<file path="src/rtl/uart_transmitter.sv">
// UART transmitter: start bit, DATA_BITS data bits, optional even parity, STOP_BITS stop bits.
// Define UART_TX_PARITY_EN to insert the parity bit between the data and stop bits.
module uart_transmitter #(
  parameter int CLKS_PER_BIT = 1,
  parameter int DATA_BITS    = 8,
  parameter int STOP_BITS    = 1,
  parameter bit MSB_FIRST    = 1'b1
) (
  input  logic                 clk,
  input  logic                 rst,
  input  logic [DATA_BITS-1:0] tx_data,
  input  logic                 tx_valid,
  output logic                 tx_ready,
  output logic                 tx_serial,
  output logic                 tx_busy,
  output logic                 tx_done
);

  localparam int CW = $clog2(CLKS_PER_BIT + 1);
  localparam int BW = $clog2(DATA_BITS + 1);
  localparam logic [CW-1:0] CPB_LAST  = CW'(CLKS_PER_BIT - 1);
  localparam logic [BW-1:0] DATA_LAST = BW'(DATA_BITS - 1);
  localparam logic [BW-1:0] STOP_LAST = BW'(STOP_BITS - 1);
  localparam bit ONE_CLK_BIT    = (CLKS_PER_BIT == 1);
  localparam bit STOP_ONE_CYCLE = (CLKS_PER_BIT == 1) && (STOP_BITS == 1);
`ifdef UART_TX_PARITY_EN
  localparam bit PAR_EN = 1'b1;
`else
  localparam bit PAR_EN = 1'b0;
`endif

  typedef enum logic [2:0] {IDLE, START, DATA, PARITY, STOP} state_t;

  state_t                 state_reg;
  logic [CW-1:0]          clk_cnt_reg;
  logic [BW-1:0]          bit_cnt_reg;
  logic [DATA_BITS-1:0]   shift_reg;
  logic                   tx_serial_reg;
  logic                   busy_reg;
  logic                   done_reg;

  logic [DATA_BITS-1:0]   ordered;
  logic [BW-1:0]          sel_idx;
  logic                   next_bit;
  logic                   bit_end;
  logic                   stop_last;
  logic                   accept;

  // Reorder the latched byte into transmission order so the bit counter indexes it directly.
  for (genvar gi = 0; gi < DATA_BITS; gi++) begin : g_order
    if (MSB_FIRST) begin : g_msb
      assign ordered[gi] = shift_reg[DATA_BITS-1-gi];
    end else begin : g_lsb
      assign ordered[gi] = shift_reg[gi];
    end
  end

  always_comb begin
    sel_idx  = (state_reg == DATA) ? bit_cnt_reg + 1'b1 : '0;
    next_bit = 1'b0;
    for (int i = 0; i < DATA_BITS; i++) begin
      if (sel_idx == BW'(i)) next_bit = ordered[i];
    end
  end

  assign bit_end   = (clk_cnt_reg == CPB_LAST);
  assign stop_last = (state_reg == STOP) && bit_end && (bit_cnt_reg == STOP_LAST);
  assign tx_ready  = !rst && ((state_reg == IDLE) || stop_last);
  assign accept    = tx_valid && tx_ready;

  assign tx_serial = tx_serial_reg;
  assign tx_busy   = busy_reg;
  assign tx_done   = done_reg;

  always_ff @(posedge clk) begin
    if (rst) begin
      state_reg     <= IDLE;
      clk_cnt_reg   <= '0;
      bit_cnt_reg   <= '0;
      shift_reg     <= '0;
      tx_serial_reg <= 1'b1;
      busy_reg      <= 1'b0;
      done_reg      <= 1'b0;
    end else begin
      done_reg <= 1'b0;
      if (accept) begin
        shift_reg     <= tx_data;
        state_reg     <= START;
        tx_serial_reg <= 1'b0;
        busy_reg      <= 1'b1;
        clk_cnt_reg   <= '0;
        bit_cnt_reg   <= '0;
      end else begin
        case (state_reg)
          IDLE: tx_serial_reg <= 1'b1;
          START: begin
            if (bit_end) begin
              clk_cnt_reg   <= '0;
              state_reg     <= DATA;
              tx_serial_reg <= next_bit;
            end else begin
              clk_cnt_reg <= clk_cnt_reg + 1'b1;
            end
          end
          DATA: begin
            if (bit_end) begin
              clk_cnt_reg <= '0;
              if (bit_cnt_reg == DATA_LAST) begin
                bit_cnt_reg <= '0;
                if (PAR_EN) begin
                  state_reg     <= PARITY;
                  tx_serial_reg <= ^shift_reg;
                end else begin
                  state_reg     <= STOP;
                  tx_serial_reg <= 1'b1;
                  done_reg      <= STOP_ONE_CYCLE;
                end
              end else begin
                bit_cnt_reg   <= bit_cnt_reg + 1'b1;
                tx_serial_reg <= next_bit;
              end
            end else begin
              clk_cnt_reg <= clk_cnt_reg + 1'b1;
            end
          end
          PARITY: begin
            if (bit_end) begin
              clk_cnt_reg   <= '0;
              state_reg     <= STOP;
              tx_serial_reg <= 1'b1;
              done_reg      <= STOP_ONE_CYCLE;
            end else begin
              clk_cnt_reg <= clk_cnt_reg + 1'b1;
            end
          end
          STOP: begin
            // done is registered, so it is raised one edge ahead of the final stop cycle.
            if (stop_last) begin
              state_reg <= IDLE;
              busy_reg  <= 1'b0;
            end else if (bit_end) begin
              clk_cnt_reg <= '0;
              bit_cnt_reg <= bit_cnt_reg + 1'b1;
              done_reg    <= ONE_CLK_BIT && (bit_cnt_reg + 1'b1 == STOP_LAST);
            end else begin
              clk_cnt_reg <= clk_cnt_reg + 1'b1;
              done_reg    <= (clk_cnt_reg + 1'b1 == CPB_LAST) && (bit_cnt_reg == STOP_LAST);
            end
          end
          default: state_reg <= IDLE;
        endcase
      end
    end
  end

endmodule

</file>
<file path="config.mk">
export PLATFORM = sky130hd
export DESIGN_NAME = uart_transmitter
export DESIGN_NICKNAME = d
export VERILOG_FILES = /design/src/rtl/uart_transmitter.sv
export SDC_FILE = /design/constraint.sdc
export NUM_CORES = 1
export LEC_CHECK = 0
export CORE_MARGIN = 2
export CORE_UTILIZATION = 51
export CTS_CLUSTER_SIZE = 28
export DETAILED_ROUTE_END_ITERATION = 12
export HOLD_SLACK_MARGIN = 0.06
export PLACE_DENSITY = 0.85
export SETUP_SLACK_MARGIN = 0.1
export SYNTH_ARGS = -nofsm -noshare
export SYNTH_HDL_FRONTEND = slang
export SYNTH_SLANG_ARGS = --single-unit
export TNS_END_PERCENT = 30
</file>
<file path="constraint.sdc">
create_clock -name clk -period 2.7 [get_ports clk]
set_input_delay 0.675 -clock clk [delete_from_list [all_inputs] [get_ports clk]]
set_output_delay 0.675 -clock clk [all_outputs]
set_load 0.05 [all_outputs]
</file>
==> flow_metrics.py <==
metrics = {
    "status": {
        "run_status": "finished clean",
    },
    "setup_path": {
        "cp_top_family": "compound AO/OA/AOI/OAI gates",
        "crit_required_ns": 2.03,
        "reg2reg_slack_ns": 0.48,
        "critPathBufInv": 2,
        "cp_data_arrival_time_ns": 1.89,
        "path_depth": 5,
        "r2r_start": "bit_cnt_reg[0]",
        "crit_fanout": 4,
        "endpoint_kind": "primary output",
        "slowest_stage": "a2111oi_4",
        "crit_chain": "inv_4 -> ha_4 -> or3b_4 -> a2111oi_4 -> clkbuf_16",
        "cpPeakStageDelay_ns": 0.42,
        "cp-start-kind": "register",
        "rr_endpoint": "shift_reg[3]",
        "reg2regPathDepth": 6,
        "crit_type": "reg -> out",
    },
    "cts": {
        "ctsHtreeMaxLevel": 1,
        "clock_path_buffers": 2,
        "cts_root_buffer": "clkbuf_4",
        "clk_latency_ns": 0.30,
        "clock_sinks": 18,
        "cts_buffers": 3,
        "cts_hold_buffers": 0,
        "clk_pin_slew_ns": 0.09,
        "cts_tree": "done",
    },
    "global_routing": {
        "grt_pass1_vias": 683,
        "overflow": 0,
        "track_usage_pct": 19.0,
        "grt_max_degree": 19,
        "grt_pass1_wl_um": 2840,
        "antenna_found_initial": 0,
    },
    "timing": {
        "hold_viol": 0,
        "tns_ns": 0,
        "clock_skew_ns": 0.00990,
        "slew_viol_final": 0,
        "setup_viol": 0,
        "tightest_slew_ns": 0.584,
        "slew_headroom_pct": 61.1,
        "rsz0062_at_grt": "true",
        "period_minus_slack_ns": 2.56,
        "fmax_mhz": 390,
        "post-route-period-util_pct": 94.9,
    },
    "floorplan": {
        "pin_count": 15,
        "core_area_um2": 1710,
        "initial_core_util_pct": 54.1,
        "die_x_um": 46.6,
        "dieHeight_um": 46.6,
        "rows": 15,
        "die_area_um2": 2170,
    },
    "route": {
        "ant_nets": 0,
        "vias": 753,
        "wirelength_um": 1790,
        "drt-initial-drc-count": 10,
        "avgViaCountPerCell": 5.12,
        "drcViolationCount": 0,
        "firstDrtPassIters": 4,
        "wl_per_cell_um": 12.2,
    },
    "yosys": {
        "synth_cell_types": 28,
        "yosysWarnings": 0,
        "seq_area_frac_synth_pct": 39.0,
        "synth_nets": 118,
        "yosysTopAreaCell": "dfxtp_1",
        "syn_inst": 104,
        "synth_area_um2": 923,
        "ys_top_cells_by_area": "dfxtp_1, nand2b_1, nand2_1, mux2i_1, ha_1",
        "avgSynthCellArea_um2": 8.88,
        "ys_seq_elements": 18,
        "netlist.area_leader.share_pct": 39.0,
    },
    "power_and_ir_drop": {
        "seqPwrFrac_pct": 55.6,
        "pwr_density_cell_nw_per_um2": 448,
        "power_switching_mw": 0.141,
        "power_mw": 0.521,
        "p_int_mw": 0.380,
        "ir_drop_mv": 0.351,
        "p_sw_share_pct": 27.1,
        "leakagePower_nw": 0.441,
        "comb_power_share_pct": 18.6,
        "clkPwrFrac_pct": 25.9,
    },
    "job": {
        "cap_viol_max_count": 0,
    },
    "place": {
        "portBuffers": 14,
        "gp_congestion": 0.848,
        "placed_cells_incl_taps": 140,
        "hpwl_um": 1250,
    },
    "final_layout": {
        "stdcell_count": 147,
        "largest_reg_flops": 8,
        "nFillCells": 133,
        "drive_above_1_share_pct": 15.6,
        "synthToLayoutAreaGrowth_pct": 25.9,
        "diodes": 0,
        "layout.nets": 138,
    },
    "worst_hold_path": {
        "hp-start": "shift_reg[5]",
        "worstHoldEndpoint": "shift_reg[5]",
        "hp-class": "reg -> reg",
        "min_delay_path_depth": 2,
    },
}
repair_timing:
action / 4_1_cts / 5_1_grt
gates cloned: 0 / 0
gates resized for setup: 1 / 9
endpoints found under the setup margin: 1 / 1
pin swaps: 1 / 1
setup buffers: 0 / 4
worst max-delay path by stage:
stage / start / endpoint
3_5_place_dp: bit_cnt_reg[0] / shift_reg[0]
6_report: bit_cnt_reg[0] / tx_ready
3_3_place_gp: bit_cnt_reg[0] / tx_ready
4_1_cts: bit_cnt_reg[0] / tx_ready
2_1_floorplan: bit_cnt_reg[0] / tx_ready
5_1_grt: bit_cnt_reg[1] / tx_ready
cell usage in the layout (no fill, tap or decap), types with 2 or more instances in the layout:
cell,instances
a21oi_1,7
nor2b_1,4
buf_4,5
nand2b_1,10
clkdlybuf4s50_1,13
o21ai_1,3
ha_1,2
dfxtp_4,2
a21boi_0,2
xnor2_1,3
nand2_1,12
dfxtp_1,16
clkbuf_4,3
a211oi_1,2
nor2_1,10
mux2i_1,4
nor3b_1,2
o21ai_0,6
nand3_1,2
area by class of cell:
type | instances | area, µm² | share of cell area [%]
Multi-Input combinational cell | 80 | 538 | 46.3
Inverter | 2 | 10.0 | 0.861
Timing Repair Buffer | 19 | 193 | 16.6
Tap cell | 25 | 31.3 | 2.69
Clock buffer | 3 | 22.5 | 1.94
Sequential cell | 18 | 368 | 31.6
synth_stat cells:
cell,count
or3b_4,1
o21ai_2,1
a21boi_0,2
nand2_1,12
a2111oi_4,1
a211o_1,1
nor2_1,10
nand3_1,2
mux2i_1,4
xnor2_1,3
o21ai_1,3
inv_1,2
a211oi_1,2
nand3b_1,1
o21ai_0,6
nor2b_1,4
a21oi_1,7
or3b_2,1
clkbuf_1,2
mux4_2,1
nand2b_1,10
o21bai_1,1
ha_1,3
buf_6,2
nor3b_1,2
and2_1,1
a21o_1,1
dfxtp_1,18
per-layer routing:
metal | vias to the layer above | routed length [µm] | GRT usage [%]
li1 | 392 | - | -
met1 | 339 | 848 | 22.5
met2 | 17 | 852 | 31.9
met3 | 5 | 47 | 4.71
met4 | 0 | 44 | 8.57
met5 | - | 0 | 0
through the flow:
stage / util (%) / instance area, µm² / setup WS, ns / hold WS (ns)
floorplan: - / 923 / 0.153 / 0.439
global placement: 63.4 / 1080 / 0.399 / 0.452
detailed placement: 63.4 / 1080 / 0.329 / 0.458
CTS: 64.8 / 1110 / 0.139 / 0.475
global route: 68.1 / 1160 / 0.0758 / 0.507
finish: 68.1 / 1160 / 0.137 / 0.472
logic make-up after synthesis:
group	Yosys count	synth area share [%]
simple gates	44	24.8
flops	18	39.0
mux	5	6.78
fa+ha+maj	3	4.07
buf+inv	6	4.07
xor+xnor	3	2.85
compound gates	25	18.4
worst min-delay path, cell delays in order (launching register included):
cell and delay (ns):
dfxtp_1 0.32, nand2b_1 0.06, o21ai_1 0.05
power groups by stage:
stage	registers (mW)	logic [mW]	clock network (mW)
after floorplan	0.306	0.0496	0
after global placement	0.297	0.0894	0
after detailed placement	0.298	0.0917	0
after CTS	0.292	0.0922	0.139
after global routing	0.291	0.104	0.149
final	0.289	0.0967	0.135
Power figures use the tool's default switching activity.
==> patch 1, RTL diff (same flow settings) <==
Change the parameter `DATA_BITS` from 8 to 4.
--- a/src/rtl/uart_transmitter.sv
+++ b/src/rtl/uart_transmitter.sv
@@ -2,7 +2,7 @@
 // Define UART_TX_PARITY_EN to insert the parity bit between the data and stop bits.
 module uart_transmitter #(
   parameter int CLKS_PER_BIT = 1,
-  parameter int DATA_BITS    = 8,
+  parameter int DATA_BITS    = 4,
   parameter int STOP_BITS    = 1,
   parameter bit MSB_FIRST    = 1'b1
 ) (
Interface: changed (resized tx_data); port bits go from 15 to 11. The function was not compared with the original's and may differ.
==> patch 1 against the original RTL <==
- power decreased by 19%
- area after synthesis decreased by 29%
- routed wire length decreased by 29%
- die area decreased by 27%
- fmax increased by 4.3%
- design area decreased by 30%
- synthesized cell count decreased by 36%
- first-iteration DRC count increased by 20%
- sequential cell count decreased by 5
- setup slack improved by 0.11 ns
- count of clock-buffer cells in the layout increased by 1
- global-route usage increased by 2.5 points
- sequential power decreased by 26%
- largest cell class unchanged
- highest routed layer unchanged
==> patch 1: results (changes against the original RTL) <==
stage	metric	value	unit	change
logic_synthesis	post-synthesis sequential area ratio	39.6	%	was 39.0%
global_routing	met2 Usage GRT	34.3	%	was 31.9%
finish	Finished Layout Cells	94		was 147
logic_synthesis	largest cells by area after synthesis	dfxtp_1, ha_1, a22o_1		was dfxtp_1, nand2b_1, nand2_1
die	Core ar.	0.00116	mm^2	was 0.00171 mm^2
finish	FF+latch count	13		was 18
drt	Starting DRT DRC Count	12		was 10
global_routing	largest net degree at the start of global routing	11		was 19
global_routing	overall routing resource usage	21.6	%	was 19.0%
power_and_ir_drop	LEAKAGE	0.317	nW	was 0.441 nW
placed_design	number of port buffers	10		was 14
finish	nets	93		was 138
clock_network	clk_lat worst skew	0.28	ns	was 0.30 ns
finish	clock-cell share of area	3.24	%	was 1.94%
placed_design	Final GP Congestion	0.721		was 0.848
drt	WL per Instance	13.5	um	was 12.2 um
logic_synthesis	Post-Syn Instances	67		was 104
critical_path	reg2reg end	tx_serial		was shift_reg[3]
placed_design	placed inst area	786	um^2	was 0.00108 mm^2
finish	footprint of the multi-input gates	375	um^2	was 538 um^2
power_and_ir_drop	sequential share of power	50.8	%	was 55.6%
finish	max FFs per register	4		was 8
global_routing	first-pass GRT wire length	2100	um	was 2840 um
finish	Non-CTS inverters	6		was 2
sta	Worst-Margin Slew	0.508	ns	was 0.584 ns
status	status	completed		unchanged
logic_synthesis	most common library cells after synthesis	dfxtp_1, inv_1, ha_1, nor2_1		was dfxtp_1, nand2_1, nand2b_1, nor2_1, a21oi_1
finish	multi-input combinational cell count	47		was 80
drt	vias per cell	5.65		was 5.12
global_routing	met1 Track Usage GR	23.5	%	was 22.5%
critical_path	CP arrival	1.78	ns	was 1.89 ns
power_and_ir_drop	VDD IR max	360	uV	was 351 uV
finish	CLK BUF	4		was 3
finish	register area	260	um^2	was 368 um^2
power_and_ir_drop	Sw Share	28.5	%	was 27.1%
sta	clk_skew	0.00173	ns	was 0.00990 ns
global_routing	met3 GRT Util	5.68	%	was 4.71%
power_and_ir_drop	power density over cell area	521	mW/mm^2	was 448 mW/mm^2
critical_path	r2r setup slk	0.75	ns	was 0.48 ns
placed_design	DP Wirelength	979	um	was 1250 um
[patch 1: cell count changes in the layout (fill, tap and decap cells not counted), sizes merged, moves of 4 or more]
cell,change
nor2,-5
clkdlybuf4s50,-4
nand2b,-8
nand2,-10
o21ai,-8
a22o,+4
dfxtp,-5
buf,-4
inv,+4
[patch 1: critical path: stages, from the launching register on]
cell	delay (ns)
dfxtp_1	0.35
inv_1	0.10
ha_1	0.17
nand2b_1	0.17
a2111oi_2	0.52
buf_12	0.19
[patch 1: cell families after synthesis]
logic type	synth area share, %
simple gates	19.2
compound gates	22.5
flops	39.6
buf+inv	4.19
fa+ha+maj	9.52
mux	4.95
[patch 1: worst min-delay path by stage]
| stage | startpoint | end | slack [ns] | cells past startpoint |
|---|---|---|---|---|
| final | shift_reg[0] | shift_reg[0] | 0.49 | 1 |
| after global routing | shift_reg[0] | shift_reg[0] | 0.50 | 1 |
| after CTS | shift_reg[2] | shift_reg[2] | 0.48 | 1 |
| after detailed placement | shift_reg[2] | shift_reg[2] | 0.47 | 1 |
| after global placement | shift_reg[1] | shift_reg[1] | 0.46 | 1 |
| after floorplan | shift_reg[0] | shift_reg[0] | 0.44 | 1 |
[patch 1: per-layer routing]
metal,up-vias,share of wire [%]
met5,-,0
met4,0,3.0
met3,5,3.4
met2,13,47
met1,244,47
li1,269,-
[patch 1: through the flow]
stage               hold WS [ns]  worst slack, ns  power [mW]
detailed placement         0.467            0.179       0.306
CTS                        0.485            0.237       0.426
global placement           0.465            0.295       0.304
finish                     0.490            0.243       0.423
floorplan                  0.437            0.150       0.274
global route               0.496            0.143       0.440
==> patch 2, RTL diff (config.mk and constraints unchanged) <==
Without the edit above. Compare `bit_cnt_reg` against `DATA_LAST` with >= in place of ==.
--- a/src/rtl/uart_transmitter.sv
+++ b/src/rtl/uart_transmitter.sv
@@ -105,7 +105,7 @@
           DATA: begin
             if (bit_end) begin
               clk_cnt_reg <= '0;
-              if (bit_cnt_reg == DATA_LAST) begin
+              if (bit_cnt_reg >= DATA_LAST) begin
                 bit_cnt_reg <= '0;
                 if (PAR_EN) begin
                   state_reg     <= PARITY;
Function: same outputs for any inputs over 10 cycles, from zero or initial values and one cycle with rst high; that may be too few to reach the edited logic, so the function may still have changed.
==> patch 2 against the original RTL <==
- setup slack improved by 0.049 ns
- area after synthesis rose by 13%
- die area rose by 12%
- routed wire length rose by 31%
- critical path depth did not move
- sequential cell count did not move
- power rose by 7.8%
- design area rose by 9.7%
- critical path type unchanged
- critical endpoint unchanged
- highest routed layer unchanged
==> patch 2: results (changes against the original RTL) <==
stage	metric	value	unit	change
critical_path	CP arrival	1.84	ns	was 1.89 ns
global_routing	overall routing resource usage	21.2	%	was 19.0%
logic_synthesis	Synth Area in Adders	3.60	%	was 4.07%
logic_synthesis	largest cells by area after synthesis	dfxtp_1, mux2i_1, a21oi_1		was dfxtp_1, nand2b_1, nand2_1
sta	Rel. slew slack	67.1	%	was 61.1%
drt	Starting DRT DRC Count	21		was 10
logic_synthesis	most common library cells after synthesis	dfxtp_1, nor2_1, a21oi_1		was dfxtp_1, nand2_1, nand2b_1, nor2_1, a21oi_1
finish	area share of buffers outside the clock network	14.7	%	was 16.6%
global_routing	number of global-route vias before repair	947		was 683
logic_synthesis	Post-Syn Instances	122		was 104
finish	Finished Cell Area	0.00127	mm^2	was 0.00116 mm^2
logic_synthesis	Synth Net Count	136		was 118
drt	vias per cell	6.06		was 5.12
finish	clock-cell share of area	2.85	%	was 1.94%
finish	fillcell total	177		was 133
power_and_ir_drop	VDD IR max	310	uV	was 351 uV
placed_design	DP Wirelength	1750	um	was 1250 um
power_and_ir_drop	LEAKAGE	0.443	nW	was 0.441 nW
global_routing	largest net degree at the start of global routing	16		was 19
logic_synthesis	post-synthesis sequential area ratio	34.5	%	was 39.0%
finish	nets	152		was 138
finish	Final Util	65.7	%	was 68.1%
logic_synthesis	post-synthesis compound-gate area fraction	18.6	%	was 18.4%
logic_synthesis	XOR/XNOR Fraction of Synth Area	0.839	%	was 2.85%
critical_path	Critical R2R Launch	state_reg[1]		was bit_cnt_reg[0]
finish	Finished Layout Cells	164		was 147
logic_synthesis	post-synthesis mux area share	9.59	%	was 6.78%
finish	FF+latch count	18		unchanged
logic_synthesis	Netlist cell types	40		was 28
status	status	completed		unchanged
sta	Hold WS	0.508	ns	was 0.472 ns
hold_path	WHS Endpoint	shift_reg[2]		was shift_reg[5]
placed_design	pre-CTS setup slack	0.282	ns	was 0.329 ns
placed_design	Final GP Congestion	0.790		was 0.848
critical_path	reg2reg end	tx_serial		was shift_reg[3]
global_routing	first-pass GRT wire length	4130	um	was 2840 um
hold_path	Hold Startpoint	shift_reg[2]		was shift_reg[5]
finish	CLK BUF	4		was 3
## patch 2: repair_timing
| item | in CTS | in global routing |
|---|---|---|
| pin swaps | 1 | 1 |
| resized for setup | 6 | 0 |
| endpoints found under the setup margin | 1 | 1 |
| buffers inserted | 3 | 0 |
## patch 2: metal layers
layer  vias up  global-route usage [%]  wire (um)
met5         -                       0          0
met4         0                    5.71         44
met3         8                    3.99         95
met2        29                    37.8       1210
met1       483                    25.7       1010
li1        474                       -          -
## patch 2: worst max-delay path: stages, from the launching register on
cell and delay (ns):
dfxtp_4 0.36, inv_2 0.07, ha_1 0.14, or3b_4 0.39, a2111oi_4 0.39, buf_12 0.19
## patch 2: worst max-delay path by stage
stage / to / cells past startpoint
floorplan: shift_reg[0] / 9
global placement: tx_ready / 5
detailed placement: tx_ready / 5
CTS: tx_ready / 5
global route: tx_ready / 5
finish: tx_ready / 5
## patch 2: power breakdown
part	total [mW]	internal, mW	switching, mW
clock network	0.162	0.0821	0.0796
registers	0.288	0.277	0.0112
logic	0.111	0.0548	0.0565
